[config.mk]
export PLATFORM = sky130hd
export DESIGN_NAME = motor_ramp_ctrl
export DESIGN_NICKNAME = d
export VERILOG_FILES = /design/src/rtl/motor_ctrl_pkg.sv /design/src/rtl/ramp_tick_gen.sv /design/src/rtl/motor_ramp_ctrl.sv
export SDC_FILE = /design/constraint.sdc
export NUM_CORES = 1
export LEC_CHECK = 0
export ABC_AREA = 0
export CAP_MARGIN = 40
export CORE_ASPECT_RATIO = 1.2
export CORE_MARGIN = 8
export CORE_UTILIZATION = 30
export DETAILED_ROUTE_END_ITERATION = 8
export SLEW_MARGIN = 20
export SYNTH_ARGS = -nofsm -noshare
export SYNTH_HDL_FRONTEND = slang
export SYNTH_HIERARCHICAL = 1
export SYNTH_SLANG_ARGS = --single-unit
export TNS_END_PERCENT = 20
[constraint.sdc]
create_clock -name clk -period 4.6 [get_ports clk]
set_input_delay 0.46 -clock clk [delete_from_list [all_inputs] [get_ports clk]]
set_output_delay 0.46 -clock clk [all_outputs]
set_load 0.05 [all_outputs]
[src/rtl/motor_ctrl_pkg.sv]
// Shared types and helpers for the vacuum drive motor duty sequencer.
// The step helper saturates against the goal in both directions so duty never wraps or overshoots.
package motor_ctrl_pkg;

    localparam int DUTY_W = 10;

    localparam logic DIR_FWD = 1'b0;
    localparam logic DIR_REV = 1'b1;

    typedef enum logic [2:0] {
        IDLE  = 3'd0,
        RAMP  = 3'd1,
        BRAKE = 3'd2,
        DWELL = 3'd3,
        ESTOP = 3'd4
    } ctrl_state_e;

    function automatic logic [DUTY_W-1:0] step_toward(
        input logic [DUTY_W-1:0] cur,
        input logic [DUTY_W-1:0] goal,
        input logic [DUTY_W:0]   step
    );
        logic [DUTY_W:0] cur_x;
        logic [DUTY_W:0] goal_x;
        logic [DUTY_W:0] calc_x;
        cur_x  = {1'b0, cur};
        goal_x = {1'b0, goal};
        if (cur_x < goal_x) begin
            calc_x = cur_x + step;
            step_toward = (calc_x > goal_x) ? goal : DUTY_W'(calc_x);
        end else begin
            calc_x = cur_x - goal_x;
            step_toward = (calc_x <= step) ? goal : DUTY_W'(cur_x - step);
        end
    endfunction

endpackage

[src/rtl/ramp_tick_gen.sv]
// Ramp prescaler: counts 0..TICK_DIV-1 while enabled and pulses tick on the terminal count.
// A clear (or dropping enable) restarts the count from zero so the next tick is a full period away.
module ramp_tick_gen #(
    parameter int TICK_DIV = 1000
) (
    input  logic clk,
    input  logic rst,
    input  logic en,
    input  logic clr,
    output logic tick
);

    localparam int CNT_W = $clog2(TICK_DIV);
    localparam logic [CNT_W-1:0] CNT_TERM = CNT_W'(TICK_DIV - 1);
    localparam logic [CNT_W-1:0] CNT_ZERO = {CNT_W{1'b0}};
    localparam logic [CNT_W-1:0] CNT_ONE  = CNT_W'(1);

    logic [CNT_W-1:0] cnt_q;
    logic [CNT_W-1:0] cnt_d;

    assign tick = en && !clr && (cnt_q == CNT_TERM);

    // Next count: restart on clear/disable or wrap at the terminal count.
    always_comb begin
        cnt_d = cnt_q;
        if (clr || !en) begin
            cnt_d = CNT_ZERO;
        end else if (cnt_q == CNT_TERM) begin
            cnt_d = CNT_ZERO;
        end else begin
            cnt_d = cnt_q + CNT_ONE;
        end
    end

    // Counter register.
    always_ff @(posedge clk) begin
        if (rst) begin
            cnt_q <= CNT_ZERO;
        end else begin
            cnt_q <= cnt_d;
        end
    end

endmodule

[src/rtl/motor_ramp_ctrl.sv]
// Soft start/stop sequencer for the motor PWM duty, with braked direction reversal and e-stop.
// Outputs are registered; only cmd_ready is combinational so a command is taken in the cycle it is offered.
module motor_ramp_ctrl
    import motor_ctrl_pkg::*;
#(
    parameter int STEP        = 8,
    parameter int TICK_DIV    = 1000,
    parameter int DEAD_CYCLES = 5000,
    parameter int MAX_DUTY    = 1023
) (
    input  logic              clk,
    input  logic              rst,
    input  logic              cmd_valid,
    output logic              cmd_ready,
    input  logic [DUTY_W-1:0] cmd_duty,
    input  logic              cmd_dir,
    input  logic              estop,
    output logic [DUTY_W-1:0] duty,
    output logic              dir,
    output logic              busy,
    output logic              at_target
);

    localparam int DWELL_W = $clog2(DEAD_CYCLES + 1);
    localparam logic [DUTY_W:0]    STEP_X     = (DUTY_W + 1)'(STEP);
    localparam logic [DUTY_W-1:0]  MAX_V      = DUTY_W'(MAX_DUTY);
    localparam logic [DUTY_W-1:0]  ZERO_DUTY  = {DUTY_W{1'b0}};
    localparam logic [DWELL_W-1:0] DWELL_LOAD = DWELL_W'(DEAD_CYCLES);
    localparam logic [DWELL_W-1:0] ZERO_DWELL = {DWELL_W{1'b0}};
    localparam logic [DWELL_W-1:0] ONE_DWELL  = DWELL_W'(1);

    ctrl_state_e       state_q, state_d;
    logic [DUTY_W-1:0] duty_q, duty_d;
    logic [DUTY_W-1:0] target_q, target_d;
    logic              dir_q, dir_d;
    logic              tgt_dir_q, tgt_dir_d;
    logic [DWELL_W-1:0] dwell_q, dwell_d;
    logic              busy_q, busy_d;
    logic              at_target_q, at_target_d;

    logic              accept_s;
    logic              tick_s;
    logic              tick_en_s;
    logic [DUTY_W-1:0] cmd_tgt_s;

    assign cmd_ready = ((state_q == IDLE) || (state_q == RAMP)) && !estop;
    assign accept_s  = cmd_valid && cmd_ready;
    assign cmd_tgt_s = (cmd_duty > MAX_V) ? MAX_V : cmd_duty;
    assign tick_en_s = (state_q == RAMP) || (state_q == BRAKE);

    ramp_tick_gen #(
        .TICK_DIV (TICK_DIV)
    ) u_tick (
        .clk  (clk),
        .rst  (rst),
        .en   (tick_en_s),
        .clr  (accept_s || estop),
        .tick (tick_s)
    );

    // Next-state, duty stepping and registered-output prediction.
    always_comb begin
        state_d   = state_q;
        duty_d    = duty_q;
        target_d  = target_q;
        dir_d     = dir_q;
        tgt_dir_d = tgt_dir_q;
        dwell_d   = dwell_q;
        if (estop) begin
            state_d  = ESTOP;
            duty_d   = ZERO_DUTY;
            target_d = ZERO_DUTY;
            dwell_d  = ZERO_DWELL;
        end else if (accept_s) begin
            target_d  = cmd_tgt_s;
            tgt_dir_d = cmd_dir;
            if (cmd_dir == dir_q) begin
                state_d = RAMP;
            end else if (duty_q != ZERO_DUTY) begin
                state_d = BRAKE;
            end else begin
                state_d = DWELL;
                dwell_d = DWELL_LOAD;
            end
        end else begin
            case (state_q)
                IDLE: begin
                    state_d = IDLE;
                end
                RAMP: begin
                    if (duty_q == target_q) begin
                        state_d = IDLE;
                    end else if (tick_s) begin
                        duty_d = step_toward(duty_q, target_q, STEP_X);
                    end else begin
                        duty_d = duty_q;
                    end
                end
                BRAKE: begin
                    if (duty_q == ZERO_DUTY) begin
                        state_d = DWELL;
                        dwell_d = DWELL_LOAD;
                    end else if (tick_s) begin
                        duty_d = step_toward(duty_q, ZERO_DUTY, STEP_X);
                    end else begin
                        duty_d = duty_q;
                    end
                end
                DWELL: begin
                    // The direction only ever changes here, after the full zero-duty dwell.
                    if (dwell_q <= ONE_DWELL) begin
                        dwell_d = ZERO_DWELL;
                        dir_d   = tgt_dir_q;
                        state_d = (target_q != ZERO_DUTY) ? RAMP : IDLE;
                    end else begin
                        dwell_d = dwell_q - ONE_DWELL;
                    end
                end
                ESTOP: begin
                    state_d = IDLE;
                end
                default: begin
                    state_d = IDLE;
                end
            endcase
        end
        busy_d      = (state_d != IDLE);
        at_target_d = (state_d == IDLE) && (duty_d == target_d);
    end

    // State and output registers.
    always_ff @(posedge clk) begin
        if (rst) begin
            state_q     <= IDLE;
            duty_q      <= ZERO_DUTY;
            target_q    <= ZERO_DUTY;
            dir_q       <= DIR_FWD;
            tgt_dir_q   <= DIR_FWD;
            dwell_q     <= ZERO_DWELL;
            busy_q      <= 1'b0;
            at_target_q <= 1'b1;
        end else begin
            state_q     <= state_d;
            duty_q      <= duty_d;
            target_q    <= target_d;
            dir_q       <= dir_d;
            tgt_dir_q   <= tgt_dir_d;
            dwell_q     <= dwell_d;
            busy_q      <= busy_d;
            at_target_q <= at_target_d;
        end
    end

    assign duty      = duty_q;
    assign dir       = dir_q;
    assign busy      = busy_q;
    assign at_target = at_target_q;

endmodule

==> results.py <==
metrics = {
    "power": {
        "ir_worst_vdd_mv": 0.173,
        "clkPwrFrac_pct": 35.3,
        "finalPower_uw": 1040,
        "power_frac_seq_pct": 43.4,
        "powerDensity_nw_per_um2": 221,
        "sw_frac_of_total_pct": 28.3,
        "p_int_uw": 743,
        "comb_power_share_pct": 21.4,
        "p_leak_uw": 0.00172,
        "p_sw_uw": 293,
    },
    "logic_synthesis": {
        "async_flop_share_pct": 0,
        "ys_types": 75,
        "synth_fp_nets": 568,
        "ys_ff_latch": 50,
        "muxShareOfSynthArea_pct": 3.50,
        "netlist_area_um2": 4040,
        "synth_top_family_by_area": "simple AND/OR/NAND/NOR gates",
        "synth-xor-area-share_pct": 6.08,
        "synth_compound_area_share_pct": 24.1,
        "syn_inst": 530,
        "ys_warn_count": 6,
        "synth-edff-count": 0,
        "synth_area_per_cell_um2": 7.62,
        "synth-simple-area-share_pct": 30.3,
        "synth_top_flop_cell": "dfxtp_1",
        "synth_fa_ha_area_share_pct": 7.32,
        "ys_seq_area_share_pct": 24.8,
    },
    "placement": {
        "dpl_worst_slack_ns": 0.388,
        "gp_congestion": 0.962,
        "dp_hpwl_um": 9790,
        "dpl-instance-area_um2": 4530,
        "place.port_buffers": 28,
    },
    "routing": {
        "ant_nets": 0,
        "drc_errors": 0,
        "viasPerCell": 5.66,
        "drt_iter0_markers": 283,
        "totalWireLength_um": 12400,
        "num_vias": 4118,
        "routedWlPerCell_um": 17.1,
        "first_pass_iters": 8,
    },
    "clocking": {
        "ctsHoldBuffers": 0,
        "post_cts_resized": 0,
        "cts_max_level": 2,
        "cts_tree": "done",
        "root_buffer": "clkbuf_16",
        "clockBufferDepth": 2,
        "clkTransAtPathRegs_ns": 0.06,
        "clk_latency_ns": 0.29,
        "post_cts_buffers": 0,
        "cts_num_sinks": 50,
        "cts_made_buffers": 5,
    },
    "layout": {
        "fin_nets": 596,
        "area_growth_pct": 16.2,
        "mostFrequentLayoutCells": "nor2_1, dfxtp_1, nand2_1, a21oi_1, clkdlybuf4s50_1",
        "final_cell_area_um2": 4690,
        "mostFrequentLayoutCell": "nor2_1",
        "antenna_cells": 0,
        "nFillCells": 1368,
        "drive_above_1_share_pct": 6.80,
    },
    "sta": {
        "maxSlewHeadroom_pct": 46.2,
        "post-route-min-period_ns": 4.27,
        "grt_setup_unrepaired": "no",
        "tightest_slew_ns": 0.801,
        "hold_viol_final": 0,
        "timing.hold.ws_ns": 0.458,
        "slew_violations": 0,
        "setup_tns_ns": 0,
        "skew_ns": 0.00585,
        "fmax_mhz": 234,
        "finalWorstSetupSlack_ns": 0.335,
        "post-route-period-util_pct": 92.7,
        "setup_viol": 0,
    },
    "floorplan": {
        "fp.coreArea_um2": 13200,
        "top_level_ports": 29,
        "dieArea_um2": 17400,
        "rows": 46,
        "fp.dieH_um": 143,
        "die_x_um": 122,
        "initial_utilization_pct": 30.6,
    },
    "setup_path": {
        "crit_top_cell": "ha_1",
        "crit_path_start_kind": "flip-flop",
        "required_ns": 4.81,
        "cp_slowest_cell": "dfxtp_1",
        "crit_type": "reg2reg",
        "critPathArrivalTime_ns": 4.47,
        "crit_chain": "inv_1, ha_1, ha_1, nand4_1, a21o_1, a311oi_1, a31oi_1, or2_2, o21ai_1, a22oi_1, o221ai_1, xor2_1, a2111o_1, o31ai_2",
        "max_stage_delay_ns": 0.58,
        "path_max_fanout": 11,
        "endpoint_kind": "flip-flop",
    },
    "outcome": {
        "status": "finished, final reports clean",
    },
    "grt": {
        "grt_pass1_wl_um": 20100,
        "antenna_found_initial": 0,
        "grt_max_degree": 24,
        "grt_pass1_vias": 3998,
        "grt_usage_pct": 14.3,
        "grt_overflow": 0,
    },
    "flow_run": {
        "cap_violations": 0,
    },
    "min_path": {
        "hold_path.class": "reg2reg",
    },
}
-- sequential cells by signal, summed over array words and instances, names as in the netlist --
name and count:
tgt_dir_q 1, u_tick/cnt_q 10, dir 1, state_q 3
busy 1, dwell_q 13, at_target 1, duty 10
target_q 10
-- power groups by stage --
stage,logic [uW],registers [uW],clock network [uW]
after global placement,215,459,0
after CTS,217,449,379
after floorplan,150,461,0
final,221,449,366
after global routing,240,450,393
after detailed placement,216,459,0
-- critical path, delay by kind of cell, from the launching register on --
kind                       cells  cell delay, ns
and+or+nand+nor                2            0.48
DFF                            1            0.58
adders and majority gates      2            0.79
xor gates and xnor gates       1            0.12
buffers and inverters          1            0.22
AOI/OAI and AO/OA              8            2.00
-- layout make-up --
class	instances	area, um^2	share of cell area (%)
multi-input combinational	439	2890	61.5
sequential	50	1000	21.3
timing repair buffer	39	359	7.66
tap	168	210	4.48
clock buffer	7	143	3.04
inverter	23	86.3	1.84
clock inverter	1	5.00	0.107
-- logic make-up (layout without fill, tap and decap cells) --
group	after synthesis	count (layout)
simple gates	236	236
compound gates	138	138
flops	50	50
buf+inv	41	70
xor+xnor	28	28
fa+ha+maj	23	23
mux	14	14
-- stage by stage --
stage	instances	utilization, %
finish	727	35.6
global placement	717	34.4
detailed placement	718	34.4
global route	727	35.6
CTS	726	35.5
floorplan	530	-
-- metal layers --
| metal | part of all wire, % | vias up | GRT usage (%) |
|---|---|---|---|
| met5 | 0 | - | 0 |
| met4 | 3.7 | 0 | 7.09 |
| met3 | 5.1 | 34 | 2.09 |
| met2 | 50 | 148 | 24.9 |
| met1 | 42 | 1929 | 16.5 |
| li1 | - | 2007 | - |
-- path summary, 6_finish.rpt --
kind	cells after the start	slack, ns	end	from
min	2	0.46	tgt_dir_q$_SDFFE_PP0P_	tgt_dir_q$_SDFFE_PP0P_
max	14	0.33	at_target$_SDFF_PP1_	duty[3]$_SDFF_PP0_
min reg2reg	2	0.46	tgt_dir_q$_SDFFE_PP0P_	tgt_dir_q$_SDFFE_PP0P_
max reg2reg	14	0.33	at_target$_SDFF_PP1_	duty[3]$_SDFF_PP0_
-- Yosys cell counts, types with 3 or more instances --
cell / number / area [um^2]
a31oi_1: 6 / 37.5
a21oi_1: 34 / 170
or3_1: 5 / 31.3
nor3_1: 21 / 105
dfxtp_1: 50 / 1000
o21ai_0: 24 / 120
nor3b_1: 7 / 52.6
xnor2_1: 18 / 158
nand3b_1: 4 / 30.0
nand2_1: 39 / 146
or4_1: 5 / 37.5
ha_1: 22 / 275
inv_1: 23 / 86.3
and2_1: 6 / 37.5
o2111ai_1: 3 / 26.3
o21bai_1: 3 / 22.5
xor2_1: 10 / 87.6
clkbuf_1: 15 / 56.3
o211ai_1: 4 / 30.0
o221ai_1: 3 / 26.3
nand3_1: 21 / 105
a21o_1: 8 / 60.1
nand2b_1: 10 / 62.6
a2111oi_0: 3 / 26.3
nand4_1: 5 / 31.3
a211o_1: 4 / 35.0
or2_2: 4 / 25.0
mux2i_1: 13 / 130
o31ai_1: 5 / 37.5
and3_1: 8 / 50.1
nor2b_1: 11 / 68.8
nor4_1: 10 / 62.6
a211oi_1: 7 / 52.6
nor2_1: 69 / 259
Power figures use the tool's default switching activity.
